## src/rtl/skeeball_hold_timer_if.sv

```systemverilog
// Sensor/status bundle for skeeball_hold_timer: the driver side is master, the timer is slave.
// remain packs one CW-bit count per channel, channel i at [i*CW +: CW].
interface skeeball_hold_timer_if #(
  parameter int NCH = 4,
  parameter int CW  = 3
);
  logic [NCH-1:0]    sense;
  logic              clr;
  logic [NCH-1:0]    active;
  logic [NCH-1:0]    done;
  logic [NCH*CW-1:0] remain;
  logic              tick;

  modport master (output sense, clr, input active, done, remain, tick);
  modport slave  (input sense, clr, output active, done, remain, tick);
endinterface

```

## src/rtl/skeeball_hold_timer.sv

```systemverilog
// Multi-channel hold timer: each sensor edge holds active for HOLD prescaled ticks, then pulses done.
// Latency: active 3 clocks after sense rises. No backpressure. Macro: SKEEBALL_RETRIGGER_EN (edge in hold reloads).
module skeeball_hold_timer #(
  parameter int NCH  = 4,
  parameter int DIV  = 50000000,
  parameter int HOLD = 5
) (
  input  logic                  clk,
  input  logic                  Reset_n,
  skeeball_hold_timer_if.slave  bus
);
  localparam int CW  = $clog2(HOLD + 1);
  localparam int PCW = (DIV > 1) ? $clog2(DIV) : 1;

  typedef enum logic {ST_IDLE = 1'b0, ST_HOLD = 1'b1} state_t;

  logic [NCH-1:0] s1_q, s2_q, s3_q;
  logic [NCH-1:0] edge_w, retrig_w;
  logic [PCW-1:0] pc_q, pc_d;
  logic           tick_q, tick_d;
  state_t         st_q  [NCH];
  state_t         st_d  [NCH];
  logic [CW-1:0]  cnt_q [NCH];
  logic [CW-1:0]  cnt_d [NCH];
  logic [NCH-1:0] done_q, done_d;

  // Two-flop synchroniser plus a history flop for rising-edge detection
  always_ff @(posedge clk or negedge Reset_n) begin
    if (!Reset_n) begin
      s1_q <= '0;
      s2_q <= '0;
      s3_q <= '0;
    end else begin
      s1_q <= bus.sense;
      s2_q <= s1_q;
      s3_q <= s2_q;
    end
  end

  assign edge_w = s2_q & ~s3_q;

`ifdef SKEEBALL_RETRIGGER_EN
  assign retrig_w = edge_w;
`else
  assign retrig_w = '0;
`endif

  always_comb begin
    tick_d = (pc_q == PCW'(DIV - 1));
    pc_d   = tick_d ? '0 : pc_q + PCW'(1);
  end

  always_ff @(posedge clk or negedge Reset_n) begin
    if (!Reset_n) begin
      pc_q   <= '0;
      tick_q <= 1'b0;
    end else begin
      pc_q   <= pc_d;
      tick_q <= tick_d;
    end
  end

  // FSM state register
  always_ff @(posedge clk or negedge Reset_n) begin
    if (!Reset_n) begin
      for (int i = 0; i < NCH; i++) begin
        st_q[i]  <= ST_IDLE;
        cnt_q[i] <= '0;
      end
      done_q <= '0;
    end else begin
      for (int i = 0; i < NCH; i++) begin
        st_q[i]  <= st_d[i];
        cnt_q[i] <= cnt_d[i];
      end
      done_q <= done_d;
    end
  end

  // FSM next state; clr overrides everything, and an edge arriving in IDLE ignores a coincident tick
  always_comb begin
    done_d = '0;
    for (int i = 0; i < NCH; i++) begin
      st_d[i]  = st_q[i];
      cnt_d[i] = cnt_q[i];
      if (bus.clr) begin
        st_d[i]  = ST_IDLE;
        cnt_d[i] = '0;
      end else begin
        case (st_q[i])
          ST_IDLE: begin
            if (edge_w[i]) begin
              st_d[i]  = ST_HOLD;
              cnt_d[i] = CW'(HOLD);
            end else begin
              cnt_d[i] = '0;
            end
          end
          ST_HOLD: begin
            if (retrig_w[i]) begin
              cnt_d[i] = CW'(HOLD);
            end else if (tick_q) begin
              if (cnt_q[i] == CW'(1)) begin
                st_d[i]   = ST_IDLE;
                cnt_d[i]  = '0;
                done_d[i] = 1'b1;
              end else if (cnt_q[i] > CW'(1)) begin
                cnt_d[i] = cnt_q[i] - CW'(1);
              end
            end
          end
          default: begin
            st_d[i]  = ST_IDLE;
            cnt_d[i] = '0;
          end
        endcase
      end
    end
  end

  // Outputs straight from the state registers
  always_comb begin
    bus.active = '0;
    bus.remain = '0;
    for (int i = 0; i < NCH; i++) begin
      bus.active[i]            = (st_q[i] == ST_HOLD);
      bus.remain[i*CW +: CW]   = cnt_q[i];
    end
    bus.done = done_q;
    bus.tick = tick_q;
  end
endmodule
```

## src/flat_wrapper.sv

```systemverilog
// flat-port wrapper written by rule: the top's interface ports become plain ports
module skeeball_hold_timer_flat 
#(
  parameter int NCH  = 4,
  parameter int DIV  = 50000000,
  parameter int HOLD = 5
)
  (clk, Reset_n, bus_sense, bus_clr, bus_active, bus_done, bus_remain, bus_tick);
  skeeball_hold_timer_if #(.NCH(NCH)) bus_i ();
  input  logic clk;
  input  logic Reset_n;
  input wire logic [$bits(bus_i.sense)-1:0] bus_sense;
  input wire logic [$bits(bus_i.clr)-1:0] bus_clr;
  output wire logic [$bits(bus_i.active)-1:0] bus_active;
  output wire logic [$bits(bus_i.done)-1:0] bus_done;
  output wire logic [$bits(bus_i.remain)-1:0] bus_remain;
  output wire logic [$bits(bus_i.tick)-1:0] bus_tick;
  assign bus_i.sense = bus_sense;
  assign bus_i.clr = bus_clr;
  assign bus_active = bus_i.active;
  assign bus_done = bus_i.done;
  assign bus_remain = bus_i.remain;
  assign bus_tick = bus_i.tick;
  skeeball_hold_timer #(.NCH(NCH), .DIV(DIV), .HOLD(HOLD)) u_core (.clk(clk), .Reset_n(Reset_n), .bus(bus_i));
endmodule
```

## config.mk

```make
export PLATFORM = sky130hd
export DESIGN_NAME = skeeball_hold_timer_flat
export DESIGN_NICKNAME = d
export VERILOG_FILES = /design/src/rtl/skeeball_hold_timer_if.sv /design/src/rtl/skeeball_hold_timer.sv /design/src/flat_wrapper.sv
export SDC_FILE = /design/constraint.sdc
export NUM_CORES = 1
export LEC_CHECK = 0
export CORE_MARGIN = 2
export CORE_UTILIZATION = 30
export CTS_BUF_LIST = sky130_fd_sc_hd__clkbuf_16
export DETAILED_ROUTE_END_ITERATION = 10
export GPL_TIMING_DRIVEN = 1
export PLACE_DENSITY = 0.47
export SLEW_MARGIN = 10
export SYNTH_ARGS = -nofsm -noshare
export SYNTH_HDL_FRONTEND = slang
export SYNTH_SLANG_ARGS = --single-unit
```

## constraint.sdc

```tcl
create_clock -name clk -period 5.4 [get_ports clk]
set_clock_uncertainty 0.05 [all_clocks]
set_input_delay 1.35 -clock clk [delete_from_list [all_inputs] [get_ports clk]]
set_output_delay 1.35 -clock clk [all_outputs]
set_load 0.02 [all_outputs]
```

### After elaboration in Yosys (flattened, before gate mapping)

Index checks and enable logic that the tools add are counted.

* bits in registers: 59
* input port bits: 7
* word-level logic and storage cells: 107

* reductions and logical operators: 4
* bitwise logic cells: 6
* mux-type cells: 61
* equality and inequality tests: 13
* magnitude comparators: 4
* add/subtract/negate cells: 5

Operator list (number)
* $mux W3: 20
* $mux W1: 32
* $add A26 B1 Y26 const B: 1
* $eq A26 B26 Y1 const B: 1
* $mux W26: 1
* $pmux W3 S2: 4
* $ne A4 B4 Y1 const B: 4
* $eq A3 B1 Y1 const B: 4
* $gt A3 B1 Y1 const B: 4
* $ne A3 B2 Y1 const B: 4
* $sub A3 B1 Y3 const B: 4
* $pmux W1 S2: 4
* $reduce_and A2 Y1: 4
* $and A4 B4 Y4: 1
* $not A1 Y1: 4
* $not A4 Y4: 1

### Logic depth before layout (Yosys ltp)

Gate-level depths: netlist of the first run.

* depth after elaboration: 6
* mapped depth: 6

### Worst setup path before layout of the first run

OpenSTA, ideal clock, no wires.

* kind: input to register
* start point: input bus_clr
* end point: register u_core.cnt_q, in the netlist u_core.bus.remain[3]
* cell stages on the path: 3
* arrival: 2.074 ns
* slack: 3.151 ns
* path buffers: 0
* cell sequence: nand2b_1 or2_2 mux2_2

* cells in the longest elaborated chain, start to end: 2
* elaborated cells on any way between the ends: 4
* classes of those cells: 2 x eq/ne; 1 x mux; 1 x reduce/logical

RTL lines
* from (decl): line flat_wrapper.sv:13 `input wire logic [$bits(bus_i.clr)-1:0] bus_clr;`
* $ne A4 B4 Y1 (no line) or $ne A3 B2 Y1 (tied branches)
* $reduce_and A2 Y1 (no line)
* to (signal, indexed assignment): line skeeball_hold_timer.sv:74 `cnt_q[i] <= cnt_d[i];`
* to (decl): line skeeball_hold_timer.sv:23 `logic [CW-1:0] cnt_q [NCH];`

Several ways; a longest one is shown, not always the timed one.
A chain may end at the register's enable or synchronous reset.

### Worst setup path after layout of the first run

* start point: register u_core.tick_q, in the netlist u_core.bus.tick
* end point: output bus_tick

RTL lines
* from (decl): line skeeball_hold_timer.sv:20 `logic tick_q, tick_d;`
* from (signal assigned): line skeeball_hold_timer.sv:59 `tick_q <= tick_d;`
* to (decl): line flat_wrapper.sv:17 `output wire logic [$bits(bus_i.tick)-1:0] bus_tick;`

No word-level cell between the ends.

==> metrics, run 1 <==
run status=finished clean; Commonest cells post-synth=59 x dfrtp_1, 21 x nor2_1, 14 x nand2_1, 14 x o21ai_0, 12 x a21oi_1; die height=about 99 um; clock transition at the registers of the reported paths=0.05 ns; Post-synth ARST share=1.00; post-DP HPWL=3410 um; share of cells above drive strength 1=0.0862; hold path cells=0; critical path class=reg2out; PostCTS Resize Cnt=0; worst skew pair latency=about 0.33 ns; share of the synthesized area in the top cell type=0.541; Worst VDD drop=about 0.15 mV; vias in the first global route=about 1900; # IOs=28; initial antenna violation count=0; worst path bufs/invs=1; Ant. Diodes=0; DR iter-0 viols=58; fin util=0.389; post-synthesis register bit count=59; number of cell rows=34; Tightest Pin Transition=around 1 ns; RSZ-0062 raised after global routing=false; Buffers on Ports=27; DRC=0; clk buf depth=2; first-pass GRT wire length=9220 um; post-synthesis instance area=~0.0027 mm2; via/cell ratio=approximately 5; Crit path depth=1; CP endpoint kind=output pin; Cell variety after synth=between 40 and 50; chip width=just under 100 um; drt first pass iters=4; Final GP Congestion=approximately 0.74; largest net degree at the start of global routing=60; synthesis-to-finish area growth=24.8%; most frequent cell after synthesis=dfrtp_1; global route overflow=0; drt total wl=5210 um; Most used DFF post-synth=dfrtp_1; CTS root buf=clkbuf_16; postcts setup bufs=0; H-tree depth=3; DRT antenna net count=0; max_slew headroom=0.323; CP arrival=~1.9 ns; Syn Nets=271; worst r2r path cells=4; Max stage delay on crit path=slightly below 0.8 ns; PwrDens=~340 mW/mm2; fmax=308 MHz; CTS tree=yes; worst min path class=reg2reg; Mapped Cells=around 250; Pleak=between 1 and 1.5 nW; Core Area=about 0.0088 mm2; Net count, final=302; Synth area leader=dfrtp_1; Final Slew Violations=0; drt wl/cell=about 13 um; Sum Neg Setup Slack=0 ns; worst-path maximum fanout=23; setup violators final=0; Mean Syn Cell Area=about 11 um2; Post-CTS Hold Fix Bufs=0; Post-synth EDFFs=0; sequential area share after synthesis=0.541; CP startpoint kind=flip-flop; clk sinks=59; Vias=1951; cts bufs inserted=9; period utilization=0.601; crit-path cells=clkdlybuf4s50_1; fin crit period=3.25 ns; Crit path max-delay family=flip-flops; Final Hold Violating Endpoints=0; Max Cap Viol=0; WP data required=~4 ns; synth top area cells=dfrtp_1 54%, ha_1 4.6%, nor2_1 2.9%; die footprint=between 0.009 and 0.01 mm2; Synth Warn #=0; CP max-delay cell=dfrtp_1; initial core utilization=0.311; GR Util All Layers=0.118
## worst paths after layout
check                                       endpoint            start  slack (ns)
worst min register to register        u_core.s2_q[3]   u_core.s1_q[3]        0.29
max in group asynchronous            u_core.pc_q[25]          Reset_n        3.67
worst max-delay path                        bus_tick  u_core.bus.tick        2.15
worst max register to register        u_core.pc_q[4]  u_core.pc_q[20]        3.27
min in group asynchronous       u_core.bus.remain[2]          Reset_n        1.12
worst min-delay path                  u_core.s2_q[3]   u_core.s1_q[3]        0.29
## flip-flops by register name, summed over array words and instances (netlist names)
name and cells:
u_core.bus.tick 1, u_core.s3_q 4, u_core.pc_q 26, u_core.bus.remain 12
u_core.s1_q 4, u_core.s2_q 4, u_core.bus.done 4, u_core.bus.active 4
## cell families (layout without fill, tap and decap cells)
kind of cell	after synthesis	count (layout)	synth area share
flops	59	59	0.541
buf+inv	19	55	0.0330
mux	1	1	0.00413
compound gates	58	58	0.138
simple gates	93	93	0.193
xor+xnor	14	14	0.0449
fa+ha+maj	10	10	0.0459
## report_power, final
group / internal, mW / total [mW] / switching (mW) / leakage [nW]
clock network: 0.402 / 0.607 / 0.204 / 0.159
logic: 0.0305 / 0.0679 / 0.0374 / 0.501
registers: 0.454 / 0.467 / 0.0129 / 0.772
total: 0.887 / 1.14 / 0.255 / 1.43
## through the flow
stage	instances	cell area [um2]	setup WS (ns)	hold slack [ns]	power, mW
after floorplan	254	2730	3.15	0.281	0.507
after global placement	382	3090	2.36	0.282	0.544
after detailed placement	382	3090	2.34	0.286	0.544
after CTS	398	3410	2.14	0.297	1.16
after global routing	398	3410	2.05	0.309	1.19
final	398	3410	2.15	0.292	1.14
## cell usage in the layout, fill, tap and decap left out, drive strengths merged, types with 3 or more instances in the layout
master	n
o21ai	14
nor2	21
nand4	7
xnor2	9
and4	4
or4	5
and3	3
or3	6
clkinv	5
o31ai	7
nand2b	5
inv	11
dfrtp	59
nand3	10
nand3b	3
o21bai	4
clkbuf	9
xor2	5
nand2	14
a21oi	12
o21a	3
nor2b	9
clkdlybuf4s50	26
ha	10
a31oi	6
## per-layer routing
metal / vias up / wire, um / GRT usage
met4: 0 / 87 / 0.0506
met5: - / 0 / 0
met1: 924 / 2600 / 0.154
met2: 40 / 2280 / 0.176
met3: 10 / 232 / 0.0415
li1: 977 / - / -
## layout make-up
class                   count  area [um2]
clock buffers               9         225
multi-input cells         176        1160
repair buffers             28         273
flip-flops and latches     59        1480
well taps                 108         135
inverters                  11        41.3
fillers                   848        5360
clock inverters             7        92.6
Power figures use the tool's default switching activity.
==> run 2: changes to the inputs <==
--- a/config.mk
+++ b/config.mk
@@ -10,7 +10,7 @@
 export CTS_BUF_LIST = sky130_fd_sc_hd__clkbuf_16
 export DETAILED_ROUTE_END_ITERATION = 10
 export GPL_TIMING_DRIVEN = 1
-export PLACE_DENSITY = 0.47
+export PLACE_DENSITY = 0.48
 export SLEW_MARGIN = 10
 export SYNTH_ARGS = -nofsm -noshare
 export SYNTH_HDL_FRONTEND = slang
==> constraint.sdc (replaced) <==
create_clock -name clk -period 2.8 [get_ports clk]
set_clock_uncertainty 0.05 [all_clocks]
set_input_delay 0.7 -clock clk [delete_from_list [all_inputs] [get_ports clk]]
set_output_delay 0.7 -clock clk [all_outputs]
set_load 0.02 [all_outputs]
==> metrics, run 2 (synthesized netlist as in run 1, its figures left out) <==
DRT antenna net count=0 (unchanged); CP startpoint kind=flip-flop (unchanged); Sum Neg Setup Slack=0 ns (unchanged); clk buf depth=2 (unchanged); fin crit period=between 2 and 2.5 ns; RR Endpoint=u_core.pc_q[25] (was u_core.pc_q[4]); clock transition at the registers of the reported paths=0.05 ns (about the same); DRC=0 (unchanged); critical path class=reg2out (unchanged); Final GP Congestion=0.805 (was 0.743); Ant. Diodes=0 (unchanged); largest net degree at the start of global routing=35 (was 60); first-pass GRT wire length=9450 um (was 9220 um); hold path cells=0 (unchanged); Crit path max-delay family=buffers and inverters (was flip-flops); Comb power frac=0.065 (was 0.059); Worst Setup EP=bus_remain[9] (was bus_tick); chip width=99.4 um (unchanged); Max Cap Viol=0 (unchanged); drt first pass iters=4 (unchanged); Setup WS post-layout=0.620 ns (was 2.15 ns); CP endpoint kind=output pin (unchanged); initial antenna violation count=0 (unchanged); flop-to-flop setup slack=0.78 ns (was 3.27 ns); die footprint=0.00988 mm2 (unchanged); Post-CTS Hold Fix Bufs=0 (unchanged); CTS root buf=clkbuf_16 (unchanged); Tightest Pin Transition=0.613 ns (was 1.01 ns); post-DP HPWL=3530 um (was 3410 um); run status=finished clean (unchanged); global route overflow=0 (unchanged); max reg flops=26 (unchanged); worst r2r path cells=4 (unchanged); commonest non-fill, non-tap cell in the layout=dfrtp_1 (unchanged); Seq pwr share=0.429 (was 0.409); setup violators final=0 (unchanged); CP arrival=1.43 ns (was 1.85 ns); Pleak=1.43 nW (about the same); worst path bufs/invs=1 (unchanged); Max stage delay on crit path=0.65 ns (was 0.79 ns); Final Slew Violations=0 (unchanged); WP data required=2.05 ns (was 4.00 ns); vias in the first global route=2025 (was 1935); GR Util All Layers=0.119 (was 0.118); Largest Register=u_core.pc_q (unchanged); postcts setup bufs=0 (unchanged); CTS tree=yes (unchanged); worst setup slack after placement=0.680 ns (was 2.34 ns); Buffers on Ports=27 (unchanged); worst-path maximum fanout=6 (was 23); Net count, final=305 (was 302); PostCTS Resize Cnt=0 (unchanged); drt wl/cell=13.0 um (was 13.1 um); RSZ-0062 raised after global routing=false (unchanged); clock share of power=0.506 (was 0.532); H-tree depth=3 (unchanged); die height=99.4 um (unchanged); worst min path class=reg2reg (unchanged); PwrDens=614 mW/mm2 (was 335 mW/mm2); period utilization=0.779; crit-path cells=clkdlybuf4s50_1 (unchanged); Int Pwr=1.62 mW (was 0.887 mW); initial core utilization=0.311 (unchanged); highest-count cells in the layout ignoring fill and taps=59 x dfrtp_1, 26 x clkdlybuf4s50_1, 21 x nor2_1, 14 x nand2_1, 14 x o21ai_0 (unchanged); switching pwr=0.477 mW (was 0.255 mW); clk sinks=59 (unchanged); # fillers=859 (was 848); Switching Fraction=0.227 (was 0.223); via/cell ratio=4.90 (about the same); DR iter-0 viols=62 (was 58); Setup crit start=u_core.bus.remain[9] (was u_core.bus.tick); max_slew headroom=0.592 (was 0.323); share of cells above drive strength 1=0.0887 (was 0.0862); # IOs=28 (unchanged); Vias=1964 (was 1951); worst skew pair latency=0.32 ns (was 0.33 ns); fmax=approximately 460 MHz; Worst VDD drop=0.415 mV (was 0.149 mV); number of cell rows=34 (unchanged); synthesis-to-finish area growth=25.2% (was 24.8%); Crit path depth=1 (unchanged); cts bufs inserted=9 (unchanged); R2R Path Start=u_core.pc_q[4] (was u_core.pc_q[20]); Core Area=0.00876 mm2 (unchanged); Final Hold Violating Endpoints=0 (unchanged); CP max-delay cell=clkdlybuf4s50_1 (was dfrtp_1); drt total wl=5210 um (about the same)
==> run 2: cell count changes in the layout (fill, tap and decap cells not counted) <==
cell and change:
clkinv_4 -1, clkinv_2 -3, clkinv_1 +2, buf_12 +1
clkinvlp_4 +3, buf_4 +2, bufinv_16 -1
==> run 2: worst reg2reg max path, delay by kind of cell (launching register included) <==
kind	cells	cell delay (ns)
compound gates	1	0.15
flops	1	0.38
simple gates	3	1.37
==> run 2: power groups by stage <==
stage / Combinational [mW] / Sequential [mW] / Clock (mW)
2_1_floorplan: 0.0528 / 0.925 / 0
3_3_place_gp: 0.138 / 0.914 / 0
3_5_place_dp: 0.138 / 0.914 / 0
4_1_cts: 0.139 / 0.899 / 1.10
5_1_grt: 0.153 / 0.903 / 1.15
6_report: 0.136 / 0.900 / 1.06
==> run 2: routing by layer <==
metal  vias to the layer above  global-route usage  wire, um
met3                         6              0.0471       272
met4                         0              0.0348        69
met5                         -                   0         0
li1                        979                   -         -
met2                        32               0.188      2330
met1                       947               0.153      2540
==> run 2: how the worst min path moves through the flow <==
stage | from | to | slack (ns)
after floorplan | u_core.s1_q[0] | u_core.s2_q[0] | 0.28
after global placement | u_core.s1_q[0] | u_core.s2_q[0] | 0.28
after detailed placement | u_core.s1_q[1] | u_core.s2_q[1] | 0.29
after CTS | u_core.s1_q[3] | u_core.s2_q[3] | 0.30
after global routing | u_core.s1_q[2] | u_core.s2_q[2] | 0.30
final | u_core.s1_q[0] | u_core.s2_q[0] | 0.30
==> run 2: through the flow <==
stage	utilization	cells	total power [mW]	hold slack (ns)	cell area, um2
3_3_place_gp	0.356	385	1.05	0.282	3120
2_1_floorplan	-	254	0.978	0.281	2730
6_report	0.390	401	2.10	0.296	3420
3_5_place_dp	0.356	385	1.05	0.286	3120
5_1_grt	0.390	401	2.20	0.300	3420
4_1_cts	0.390	401	2.14	0.297	3420
==> run 2: area by class of cell <==
class / instances / area, um2 / share of cell area
clock inverter: 7 / 68.8 / 0.0201
sequential: 59 / 1480 / 0.432
clock buffer: 9 / 225 / 0.0659
tap: 108 / 135 / 0.0395
inverter: 11 / 41.3 / 0.0121
multi-input combinational: 176 / 1160 / 0.340
timing repair buffer: 31 / 308 / 0.0901
